**config.mk**
```make
export PLATFORM = sky130hd
export DESIGN_NAME = scan_index_sequencer
export DESIGN_NICKNAME = d
export VERILOG_FILES = /design/src/rtl/scan_index_sequencer.sv
export SDC_FILE = /design/constraint.sdc
export NUM_CORES = 1
export LEC_CHECK = 0
export BUFFER_PORTS_ARGS = -buffer_cell sky130_fd_sc_hd__buf_2
export CAP_MARGIN = 20
export CORE_MARGIN = 4
export CORE_UTILIZATION = 47
export CTS_BUF_LIST = sky130_fd_sc_hd__clkbuf_16
export DETAILED_ROUTE_END_ITERATION = 16
export GPL_TIMING_DRIVEN = 1
export PLACE_DENSITY = 0.67
export SLEW_MARGIN = 20
export SYNTH_ARGS = -nofsm -noshare
export SYNTH_HDL_FRONTEND = slang
export SYNTH_SLANG_ARGS = --single-unit
```
**constraint.sdc**
```tcl
create_clock -name clk -period 3.4 [get_ports clk]
set_input_delay 1.02 -clock clk [delete_from_list [all_inputs] [get_ports clk]]
set_output_delay 1.02 -clock clk [all_outputs]
set_load 0.01 [all_outputs]
```
**src/rtl/scan_index_sequencer.sv**
```systemverilog
// Scan sequencer driving a one-hot line decoder: steps en/in through the masked lines with a programmable dwell.
// Define SCAN_INDEX_SEQUENCER_GAP_EN to insert a one-cycle en=0 gap between consecutive lines.
module scan_index_sequencer #(
  parameter int IDX_W   = 4,
  parameter int DWELL_W = 8
) (
  input  logic                clk,
  input  logic                rst,
  input  logic                start,
  input  logic                stop,
  input  logic                continuous,
  input  logic [DWELL_W-1:0]  dwell,
  input  logic [2**IDX_W-1:0] line_mask,
  output logic                en,
  output logic [IDX_W-1:0]    in,
  output logic                busy,
  output logic                frame_done
);

  localparam int N = 2**IDX_W;

`ifdef SCAN_INDEX_SEQUENCER_GAP_EN
  typedef enum logic [1:0] {IDLE, ACTIVE, GAP} state_t;
`else
  typedef enum logic [1:0] {IDLE, ACTIVE} state_t;
`endif

  state_t             state_q, state_d;
  logic [IDX_W-1:0]   idx_q, idx_d;
  logic               en_q, en_d;
  logic               busy_q, busy_d;
  logic               done_q, done_d;
  logic [DWELL_W-1:0] cnt_q, cnt_d;
  logic [N-1:0]       mask_q, mask_d;
  logic [DWELL_W-1:0] dwell_q, dwell_d;
  logic               cont_q, cont_d;

  logic [DWELL_W-1:0] dwell_eff;
  logic [IDX_W-1:0]   start_idx, first_idx, next_idx;
  logic               start_found, first_found, next_found;
  logic               advance;

  // Lowest set bit of m at position >= lo; found flag in the MSB of the result.
  function automatic logic [IDX_W:0] lowest_from(input logic [N-1:0] m, input int lo);
    logic [IDX_W:0] r;
    r = '0;
    for (int k = N - 1; k >= 0; k--) begin
      if (m[k] && (k >= lo)) r = {1'b1, IDX_W'(k)};
    end
    return r;
  endfunction

  always_comb begin
    {start_found, start_idx} = lowest_from(line_mask, 0);
    {first_found, first_idx} = lowest_from(mask_q, 0);
    {next_found, next_idx}   = lowest_from(mask_q, int'(idx_q) + 1);
    dwell_eff = (dwell_q == '0) ? DWELL_W'(1) : dwell_q;
  end

  always_comb begin
    state_d = state_q;
    idx_d   = idx_q;
    en_d    = en_q;
    busy_d  = busy_q;
    done_d  = 1'b0;
    cnt_d   = cnt_q;
    mask_d  = mask_q;
    dwell_d = dwell_q;
    cont_d  = cont_q;
    advance = 1'b0;

    case (state_q)
      IDLE: begin
        if (start && !stop) begin
          mask_d  = line_mask;
          dwell_d = dwell;
          cont_d  = continuous;
          if (start_found) begin
            state_d = ACTIVE;
            idx_d   = start_idx;
            en_d    = 1'b1;
            busy_d  = 1'b1;
            cnt_d   = DWELL_W'(1);
          end else begin
            done_d = 1'b1;
          end
        end
      end
      ACTIVE: begin
        if (cnt_q >= dwell_eff) begin
`ifdef SCAN_INDEX_SEQUENCER_GAP_EN
          state_d = GAP;
          en_d    = 1'b0;
          cnt_d   = '0;
`else
          advance = 1'b1;
`endif
        end else begin
          cnt_d = cnt_q + DWELL_W'(1);
        end
      end
`ifdef SCAN_INDEX_SEQUENCER_GAP_EN
      GAP: advance = 1'b1;
`endif
      default: begin
        state_d = IDLE;
        en_d    = 1'b0;
        busy_d  = 1'b0;
        cnt_d   = '0;
      end
    endcase

    // Frame end wraps to the lowest line in continuous mode, otherwise returns to idle.
    if (advance) begin
      if (next_found) begin
        state_d = ACTIVE;
        idx_d   = next_idx;
        en_d    = 1'b1;
        cnt_d   = DWELL_W'(1);
      end else begin
        done_d = 1'b1;
        if (cont_q && first_found) begin
          state_d = ACTIVE;
          idx_d   = first_idx;
          en_d    = 1'b1;
          cnt_d   = DWELL_W'(1);
        end else begin
          state_d = IDLE;
          en_d    = 1'b0;
          busy_d  = 1'b0;
          cnt_d   = '0;
        end
      end
    end

    if (stop) begin
      state_d = IDLE;
      idx_d   = idx_q;
      en_d    = 1'b0;
      busy_d  = 1'b0;
      done_d  = 1'b0;
      cnt_d   = '0;
    end
  end

  always_ff @(posedge clk) begin
    if (rst) begin
      state_q <= IDLE;
      idx_q   <= '0;
      en_q    <= 1'b0;
      busy_q  <= 1'b0;
      done_q  <= 1'b0;
      cnt_q   <= '0;
      mask_q  <= '0;
      dwell_q <= '0;
      cont_q  <= 1'b0;
    end else begin
      state_q <= state_d;
      idx_q   <= idx_d;
      en_q    <= en_d;
      busy_q  <= busy_d;
      done_q  <= done_d;
      cnt_q   <= cnt_d;
      mask_q  <= mask_d;
      dwell_q <= dwell_d;
      cont_q  <= cont_d;
    end
  end

  assign en         = en_q;
  assign in         = idx_q;
  assign busy       = busy_q;
  assign frame_done = done_q;

endmodule

```
# [Word level (Yosys, flattened, before mapping)]
# Index checks and enable logic that the tools add are counted.
[totals] ff_bits=42 inputBits=29 output_inout_bits=7 elab_cells=145
[op_classes] add_sub_neg=2 n_lt_le_gt_ge=17 eq_ne=5 muxes=87 n_reduce_logical=25
[ops] cell="5-bit 2-to-1 mux" count=48
[ops] cell="4-bit by 5-bit greater-or-equal comparator with 1-bit output, first input constant" count=8
[ops] cell="8-bit 2-to-1 mux" count=5
[ops] cell="4-bit 2-to-1 mux" count=6
[ops] cell="1-bit 2-to-1 mux" count=21
[ops] cell="3-bit by 5-bit greater-or-equal comparator with 1-bit output, first input constant" count=4
[ops] cell="1-bit logical AND" count=18
[ops] cell="8-bit one-hot mux with 2 select lines" count=1
[ops] cell="1-bit by 5-bit greater-or-equal comparator with 1-bit output, first input constant" count=2
[ops] cell="2-bit by 5-bit greater-or-equal comparator with 1-bit output, first input constant" count=2
[ops] cell="3-bit inequality test, second input constant" count=3
[ops] cell="8-bit by 1-bit adder with 8-bit output, second input constant" count=1
[ops] cell="8-bit greater-or-equal comparator" count=1
[ops] cell="8-bit logical NOT" count=1
[ops] cell="2-bit 2-to-1 mux" count=3
[ops] cell="3-bit AND reduction" count=2
[ops] cell="4-bit by 1-bit adder with 5-bit output, second input constant" count=1
[ops] cell="1-bit one-hot mux with 2 select lines" count=2
[ops] cell="2-bit one-hot mux with 2 select lines" count=1
[ops] cell="2-bit by 1-bit equality test with 1-bit output, second input constant" count=1
[ops] cell="2-bit logical NOT" count=1
[ops] cell="2-bit inequality test, second input constant" count=1
[ops] cell="2-bit AND reduction" count=1
[ops] cell="2-bit OR reduction" count=1
[ops] cell="1-bit logical NOT" count=1

# [Logic depth before layout (Yosys ltp)]
# Gate-level depths: netlist of the first run.
[depth] word_depth=22 depth_mapped=12 mapped_depth_nobuf=11

# [Least setup slack after synthesis of the first run]
# OpenSTA, ideal clock, no wires.
[synth_path] path_type="reg-to-reg" start="register idx_q[0], in the netlist in[0]" end="register busy_q, in the netlist busy" setup_ps=119 arrival_time_ps=2687 required_ps=3281 path_slack_ps=594 stages_incl_launch_ff=13 n_path_buf=2 synth_period_minus_slack_ps=2806 cell_sequence="dfxtp_1 -> buf_4 -> inv_1 -> ha_1 -> buf_12 -> a21o_2 -> o21a_1 -> nand2b_4 -> o31a_1 -> or2_1 -> nor2_2 -> nand2_1 -> o221a_1"
[synth_via] elab_chain_cells=21 word_cells_on_any_way=51 cone_classes="add/sub (1); order compare (16); mux (18); reduce/logical (16)"
[synth_rtl] element="from (decl)" line_no="29" text="logic [IDX_W-1:0] idx_q, idx_d;"
[synth_rtl] element="from (signal assigned)" line_no="159" text="idx_q <= idx_d;"
[synth_rtl] element="4-bit by 1-bit adder with 5-bit output *" line_no="56" text="{next_found, next_idx} = lowest_from(mask_q, int'(idx_q) + 1);"
[synth_rtl] element="4-bit by 5-bit greater-or-equal comparator with 1-bit output" line_no="48" text="if (m[k] && (k >= lo)) r = {1'b1, IDX_W'(k)};"
[synth_rtl] element="1-bit logical AND" line_no="48"
[synth_rtl] element="5-bit 2-to-1 mux (15 in a row)" line_no="48"
[synth_rtl] element="5-bit 2-to-1 mux *" line_no="48"
[synth_rtl] element="1-bit 2-to-1 mux *" line_no="115" text="if (next_found) begin"
[synth_rtl] element="1-bit 2-to-1 mux *" line_no="114" text="if (advance) begin"
[synth_rtl] element="to (signal assigned)" line_no="161" text="busy_q <= busy_d;"
[synth_rtl] element="to (decl)" line_no="31" text="logic busy_q, busy_d;"
# Every way passes the cells marked *; elsewhere a longest branch is shown, timed or not.
# A chain may end at the register's enable or synchronous reset.

# [Worst setup path after layout of the first run]
[layout_path] start="register idx_q[0], in the netlist in[0]" end="register cnt_q[0]"
[layout_via] elab_chain_cells=21 word_cells_on_any_way=51 cone_classes="add/sub (1); order compare (16); mux (18); reduce/logical (16)"
[layout_rtl] element="4-bit by 1-bit adder with 5-bit output *" line_no="56"
[layout_rtl] element="4-bit by 5-bit greater-or-equal comparator with 1-bit output" line_no="48"
[layout_rtl] element="1-bit logical AND" line_no="48"
[layout_rtl] element="5-bit 2-to-1 mux (15 in a row)" line_no="48"
[layout_rtl] element="5-bit 2-to-1 mux *" line_no="48"
[layout_rtl] element="1-bit 2-to-1 mux *" line_no="115"
[layout_rtl] element="8-bit 2-to-1 mux *" line_no="114"
[layout_rtl] element="to (signal assigned)" line_no="163" text="cnt_q <= cnt_d;"
[layout_rtl] element="to (decl)" line_no="33" text="logic [DWELL_W-1:0] cnt_q, cnt_d;"
# Marks and branches as above.

==> key figures, run 1 <==
Setup path
  • Crit Path Category: register to register
  • Element type at the critical path end: register
  • Worst Path Arrival: 3.11 ns
  • Crit path max fanout: 9
  • CP required: 3.57 ns
  • Startpoint Class: register

Timing
  • Slew at the pin closest to its max-slew limit: 0.682 ns
  • Period utilization: 0.865
  • Final Slew Violations: 0
  • Tmin final: 2.94 ns
  • Setup TNS Final: 0 ns
  • Final clock skew: slightly below 0.005 ns
  • Final setup violation count: 0
  • Hold Fails Final Rpt: 0
  • Slew margin rel.: 0.541
  • RSZ-0062 raised after global routing: false
  • Fmax: 0.340 GHz

Synthesis
  • Cells after synthesis: about 400
  • Primary FF master, synth: dfxtp_1
  • Total number of yosys warnings: 0
  • Yosys reg bits: 40
  • Net Count, Synth: roughly 440
  • Yosys cell types: 75
  • Syn Area/Cell: about 7.4 sq um
  • Post-synth EDFFs: 0
  • Ys async rst share: 0
  • Seq/Total Area, Yosys: 0.271
  • Mapped Area: between 2000 and 3000 sq um

Routing
  • Wire per inst: 16.0 um
  • Drt first-iter violations: 194
  • ANT nets after route: 0
  • DR pass1 iterations: 5
  • Detailed-route via count: 3,027
  • # DRC: 0
  • Drt total wl: 8050 um
  • Via density per instance: 6.01

Floorplanning
  • Die Y: between 80 and 90 um
  • I/O pins: 36
  • DIE AREA: 7620 sq um
  • Die Span X: 87.3 um
  • FP Rows: 28
  • Initial core utilization: 0.491
  • Area of the core: 6030 sq um

Clock tree
  • Clock sinks: 40
  • Clk pin slew, worst setup/hold paths: 0.06 ns
  • Max H-tree Level: 2
  • CTS tree: yes
  • Clock latency on the worst-skew pair: 0.28 ns
  • Root Driver: clkbuf_16
  • Hold Buf Count CTS: 0
  • Number of setup buffers added after CTS: 0
  • Total CTS buffers: 5
  • CTS Buffer Depth: 2
  • Post-CTS Resized: 0

Power
  • Internal power: around 1 mW
  • Switching pwr: around 0.39 mW
  • Pwr dens: around 420 nW/um^2
  • Worst VDD drop: 0.311 mV
  • Reg power frac: 0.370
  • Share of power burned in the clock network: 0.423
  • Leak: 1.34 nW
  • Sw frac: 0.273
  • Combinational share of power: 0.207

Placement
  • RePlAce Congestion: 0.885
  • DP HPWL: ~6000 um
  • Port buffer count: 35

Final layout
  • Layout cells sized above 1: 0.159
  • Final core utilization: 0.555
  • P&R area growth vs syn: 13.1%
  • Nets: around 470
  • Antenna Cells: 0

Global routing
  • Vias in the first global route: between 2,000 and 3,000
  • Initial antenna violation count: 0
  • GRT Residual Overflow: 0
  • First-pass GRT wire length: 13,600 um
  • Largest net degree at the start of global routing: 29
  • GRT Overall Usage: 0.220

Worst hold path
  • Hold Path Class: register to register

Run status
  • Status: finished, final reports clean

Flow run
  • Max Cap Viol: 0
## critical path, cell delays in order, from the launching register on
cell	delay, ns
dfxtp_1	0.50
inv_1	0.12
ha_1	0.43
a21o_2	0.29
o21a_1	0.22
nand2b_4	0.16
o31a_1	0.29
or2_1	0.26
nor2_2	0.22
nand2_1	0.12
o211a_1	0.22
## area by class of cell
type	count	area [sq um]
well taps	75	93.8
inverters	25	93.8
flip-flops and latches	40	801
multi-input cells	317	1960
fillers	599	2680
repair buffers	40	213
clock buffers	5	125
clock inverters	2	60.1
## flip-flops by register name (all words and copies together), names as in the netlist
| signal | count |
|---|---|
| busy | 1 |
| cnt_q | 8 |
| cont_q | 1 |
| dwell_q | 8 |
| en | 1 |
| frame_done | 1 |
| in | 4 |
| mask_q | 16 |
## power by group through the flow
stage	Sequential, mW	Combinational [mW]	Clock [mW]
after floorplan	0.519	0.224	0
after global placement	0.532	0.283	0
after global routing	0.527	0.327	0.627
after CTS	0.522	0.290	0.606
after detailed placement	0.533	0.288	0
final	0.523	0.293	0.598
## cells in the final DEF, fill, tap and decap left out, drive strengths merged, types with 4 or more instances in the layout
| cell | instances |
|---|---|
| o31ai | 6 |
| clkbuf | 5 |
| mux2i | 4 |
| inv | 25 |
| nand4 | 4 |
| a21o | 7 |
| nand3 | 4 |
| xor2 | 5 |
| dfxtp | 40 |
| nand2b | 8 |
| buf | 40 |
| nor2b | 4 |
| or3 | 4 |
| nor4 | 9 |
| and3 | 5 |
| a21oi | 50 |
| nand2 | 78 |
| o21ai | 22 |
| a211oi | 7 |
| o21bai | 4 |
| nor3 | 4 |
| or2 | 4 |
| ha | 13 |
| nor2 | 27 |
## layer usage
metal / vias up / GRT usage / routed length, um
met2: 103 / 0.329 / 3530
li1: 1489 / - / -
met3: 19 / 0.0492 / 508
met1: 1416 / 0.313 / 3860
met5: - / 0 / 0
met4: 0 / 0.0669 / 153
## Yosys cell counts (4+ instances only)
library cell,number,area share
a211oi_1,7,0.018
a21o_1,6,0.015
a21oi_1,50,0.085
clkbuf_1,11,0.014
dfxtp_1,40,0.27
ha_1,13,0.055
inv_1,25,0.032
nand2_1,78,0.099
nand2b_1,7,0.015
nand3_1,4,0.0068
nand4_1,4,0.0085
nor2_1,26,0.033
nor2b_1,4,0.0085
nor3_1,4,0.0068
nor4_1,9,0.019
o21ai_0,19,0.032
o31ai_1,5,0.013
or3_1,4,0.0085
xor2_1,5,0.015
## stage by stage
| step | hold slack, ns | worst slack [ns] | power (mW) | std cells | instance area, sq um |
|---|---|---|---|---|---|
| CTS | 0.459 | 0.491 | 1.42 | 504 | 3340 |
| floorplan | 0.436 | 0.594 | 0.744 | 399 | 2960 |
| global placement | 0.446 | 0.316 | 0.814 | 497 | 3160 |
| global route | 0.482 | 0.312 | 1.48 | 504 | 3340 |
| detailed placement | 0.450 | 0.287 | 0.821 | 497 | 3160 |
| finish | 0.455 | 0.459 | 1.41 | 504 | 3340 |
## cells by family after synthesis
group | count (synthesis) | share of synthesized area
simple gates | 164 | 0.276
fa+ha+maj | 13 | 0.0550
compound gates | 130 | 0.298
buf+inv | 42 | 0.0669
flops | 40 | 0.271
xor+xnor | 6 | 0.0178
mux | 4 | 0.0148
## worst paths after layout
| path | startpoint | endpoint | slack (ns) | cells past startpoint |
|---|---|---|---|---|
| setup reg to reg | in[0]$_SDFFE_PP0N_ | cnt_q[0]$_SDFFE_PP0P_ | 0.46 | 10 |
| hold reg to reg | dwell_q[3]$_SDFFE_PP0P_ | dwell_q[3]$_SDFFE_PP0P_ | 0.45 | 2 |
| hold / removal | dwell_q[3]$_SDFFE_PP0P_ | dwell_q[3]$_SDFFE_PP0P_ | 0.45 | 2 |
| setup / recovery | in[0]$_SDFFE_PP0N_ | cnt_q[0]$_SDFFE_PP0P_ | 0.46 | 10 |
Note: power is estimated with default switching activity, not from simulation.
==> run 2, diff against run 1 <==
--- a/config.mk
+++ b/config.mk
@@ -9,7 +9,6 @@
 export CAP_MARGIN = 20
 export CORE_MARGIN = 4
 export CORE_UTILIZATION = 47
-export CTS_BUF_LIST = sky130_fd_sc_hd__clkbuf_16
 export DETAILED_ROUTE_END_ITERATION = 16
 export GPL_TIMING_DRIVEN = 1
 export PLACE_DENSITY = 0.67
==> constraint.sdc (replaced) <==
create_clock -name clk -period 3.4 [get_ports clk]
set_input_delay 1.02 -clock clk [delete_from_list [all_inputs] [get_ports clk]]
set_output_delay 1.02 -clock clk [all_outputs]
set_load 0.005 [all_outputs]
==> run 2 against run 1 <==
Setup slack worse by 0.011 ns. Critical path depth unchanged. Cell area shrank 1.7%. Largest power group is now sequential cells.
==> key figures, run 2 (synthesized netlist as in run 1, its figures left out) <==
Run status
  • Status: finished, final reports clean (unchanged)

Final layout
  • P&R area growth vs syn: 11.2% (was 13.1%)
  • Final core utilization: 0.546 (was 0.555)
  • Antenna Cells: 0 (unchanged)
  • Layout cells sized above 1: 0.159 (unchanged)
  • Final std cells w/o fill: 504 (unchanged)
  • Most common cell after layout, fill and taps aside: nand2_1 (unchanged)
  • Reg with most FFs: mask_q (unchanged)
  • Largest register FFs: 16 (unchanged)
  • Commonest non-fill, non-tap cells in the layout: 78 x nand2_1, 50 x a21oi_1, 40 x dfxtp_1 (unchanged)
  • Fillers: 608 (was 599)
  • Nets: 471 (unchanged)
  • Top flop regs: mask_q (16), cnt_q (8), dwell_q (8) (unchanged)

Global routing
  • Largest net degree at the start of global routing: 29 (unchanged)
  • Vias in the first global route: 2,781 (was 2,827)
  • First-pass GRT wire length: 13,500 um (was 13,600 um)
  • GRT Overall Usage: 0.218 (was 0.220)
  • GRT Residual Overflow: 0 (unchanged)
  • Initial antenna violation count: 0 (unchanged)

Setup path
  • Flop-to-flop setup slack: 0.45 ns (was 0.46 ns)
  • Top delay family on crit path: compound AO/OA/AOI/OAI gates (unchanged)
  • Sequence of cells on the critical path: inv_1 -> ha_1 -> a21o_2 -> o21a_1 -> nand2b_4 -> o31a_1 -> or2_1 -> nor2_2 -> nand2_1 -> o221a_1 (was inv_1 -> ha_1 -> a21o_2 -> o21a_1 -> nand2b_4 -> o31a_1 -> or2_1 -> nor2_2 -> nand2_1 -> o211a_1)
  • CP max-delay cell: dfxtp_1 (unchanged)
  • RR Endpoint: busy$_SDFF_PP0_ (was cnt_q[0]$_SDFFE_PP0P_)
  • CP max stage delay: 0.51 ns (was 0.50 ns)
  • Element type at the critical path end: register (unchanged)
  • CP required: 3.59 ns (was 3.57 ns)
  • Worst Setup SP: in[0]$_SDFFE_PP0N_ (unchanged)
  • Crit path max fanout: 9 (unchanged)
  • Startpoint Class: register (unchanged)
  • R2R cell count: 10 (unchanged)
  • Worst Path Arrival: 3.14 ns (was 3.11 ns)
  • Start of the worst register-to-register path: in[0]$_SDFFE_PP0N_ (unchanged)
  • Buf/Inv on CP: 1 (unchanged)
  • Crit Path Category: register to register (unchanged)

Timing
  • Final clock skew: 0.00560 ns (was 0.00493 ns)
  • Slew margin rel.: 0.569 (was 0.541)
  • Tmin final: 2.95 ns (was 2.94 ns)
  • Final setup violation count: 0 (unchanged)
  • Final Slew Violations: 0 (unchanged)
  • Period utilization: 0.868 (was 0.865)
  • Hold Fails Final Rpt: 0 (unchanged)
  • Setup TNS Final: 0 ns (unchanged)
  • RSZ-0062 raised after global routing: false (unchanged)
  • Slew at the pin closest to its max-slew limit: 0.640 ns (was 0.682 ns)
  • Slack of the critical path: 0.448 ns (was 0.459 ns)
  • Fmax: 0.339 GHz (was 0.340 GHz)

Clock tree
  • Clock latency on the worst-skew pair: 0.30 ns (was 0.28 ns)
  • Root Driver: clkbuf_8 (was clkbuf_16)
  • Post-CTS Resized: 0 (unchanged)
  • Number of setup buffers added after CTS: 0 (unchanged)
  • Total CTS buffers: 5 (unchanged)
  • Clock sinks: 40 (unchanged)
  • CTS tree: yes (unchanged)
  • Clk pin slew, worst setup/hold paths: 0.08 ns (was 0.06 ns)
  • CTS Buffer Depth: 2 (unchanged)
  • Max H-tree Level: 2 (unchanged)
  • Hold Buf Count CTS: 0 (unchanged)

Placement
  • Placed Instances: 497 (unchanged)
  • Setup Slack @ Placement: 0.287 ns (unchanged)
  • Port buffer count: 35 (unchanged)
  • DP HPWL: 6110 um (unchanged)
  • RePlAce Congestion: 0.885 (unchanged)

Routing
  • Drt first-iter violations: 212 (was 194)
  • Via density per instance: 6.04 (was 6.01)
  • Detailed-route via count: 3,043 (was 3,027)
  • DR pass1 iterations: 5 (unchanged)
  • ANT nets after route: 0 (unchanged)
  • Wire per inst: 16.0 um (about the same)
  • Drt total wl: 8070 um (was 8050 um)
  • # DRC: 0 (unchanged)

Floorplanning
  • Initial core utilization: 0.491 (unchanged)
  • Die Span X: 87.3 um (unchanged)
  • Area of the core: 6030 sq um (unchanged)
  • FP Rows: 28 (unchanged)
  • I/O pins: 36 (unchanged)
  • DIE AREA: 7620 sq um (unchanged)
  • Die Y: 87.3 um (unchanged)

Worst hold path
  • Hold depth: 2 (unchanged)
  • Hold endpoint: dwell_q[3]$_SDFFE_PP0P_ (unchanged)
  • Hold Startpoint: dwell_q[3]$_SDFFE_PP0P_ (unchanged)
  • Hold Path Class: register to register (unchanged)

Power
  • Worst VDD drop: 0.261 mV (was 0.311 mV)
  • Pwr dens: 387 nW/um^2 (was 423 nW/um^2)
  • Leak: 1.32 nW (was 1.34 nW)

Flow run
  • Max Cap Viol: 0 (unchanged)
==> run 2: cell counts in the layout (fill, tap and decap cells not counted) <==
No cell type changed its count.
==> run 2: area by class of cell <==
class | count | area (sq um) | area share
clock inverter | 2 | 60.1 | 0.0183
multi-input combinational | 317 | 1960 | 0.596
sequential | 40 | 801 | 0.244
timing repair buffer | 40 | 213 | 0.0647
tap | 75 | 93.8 | 0.0285
inverter | 25 | 93.8 | 0.0285
clock buffer | 5 | 68.8 | 0.0209
==> run 2: worst max path at each step <==
stage | cells after the start | endpoint
2_1_floorplan | 12 | busy$_SDFF_PP0_
3_5_place_dp | 8 | in[1]$_SDFFE_PP0N_
3_3_place_gp | 8 | in[1]$_SDFFE_PP0N_
4_1_cts | 10 | busy$_SDFF_PP0_
6_report | 10 | busy$_SDFF_PP0_
5_1_grt | 9 | in[1]$_SDFFE_PP0N_
==> run 2: through the flow <==
step	hold slack, ns	instance area, sq um	power [mW]
finish	0.458	3290	1.27
global route	0.487	3290	1.34
CTS	0.462	3290	1.27
detailed placement	0.450	3160	0.819
global placement	0.446	3160	0.812
floorplan	0.436	2960	0.742
==> run 2: power breakdown <==
part / internal, mW / total (mW) / switching (mW)
Sequential: 0.488 / 0.523 / 0.0352
Clock: 0.289 / 0.458 / 0.169
Combinational: 0.124 / 0.290 / 0.167
==> run 2: tightest hold or removal path, delay by kind of cell (launching register included) <==
family	cells	cell delay, ns
AO/OA/AOI/OAI	1	0.05
flip-flops	1	0.32
AND/OR/NAND/NOR	1	0.05
==> run 2: per-layer routing <==
metal	part of all wire	track usage	up-vias
li1	-	-	1484
met1	0.48	0.318	1444
met2	0.45	0.327	98
met3	0.064	0.0435	17
met4	0.013	0.0516	0
met5	0	0	-
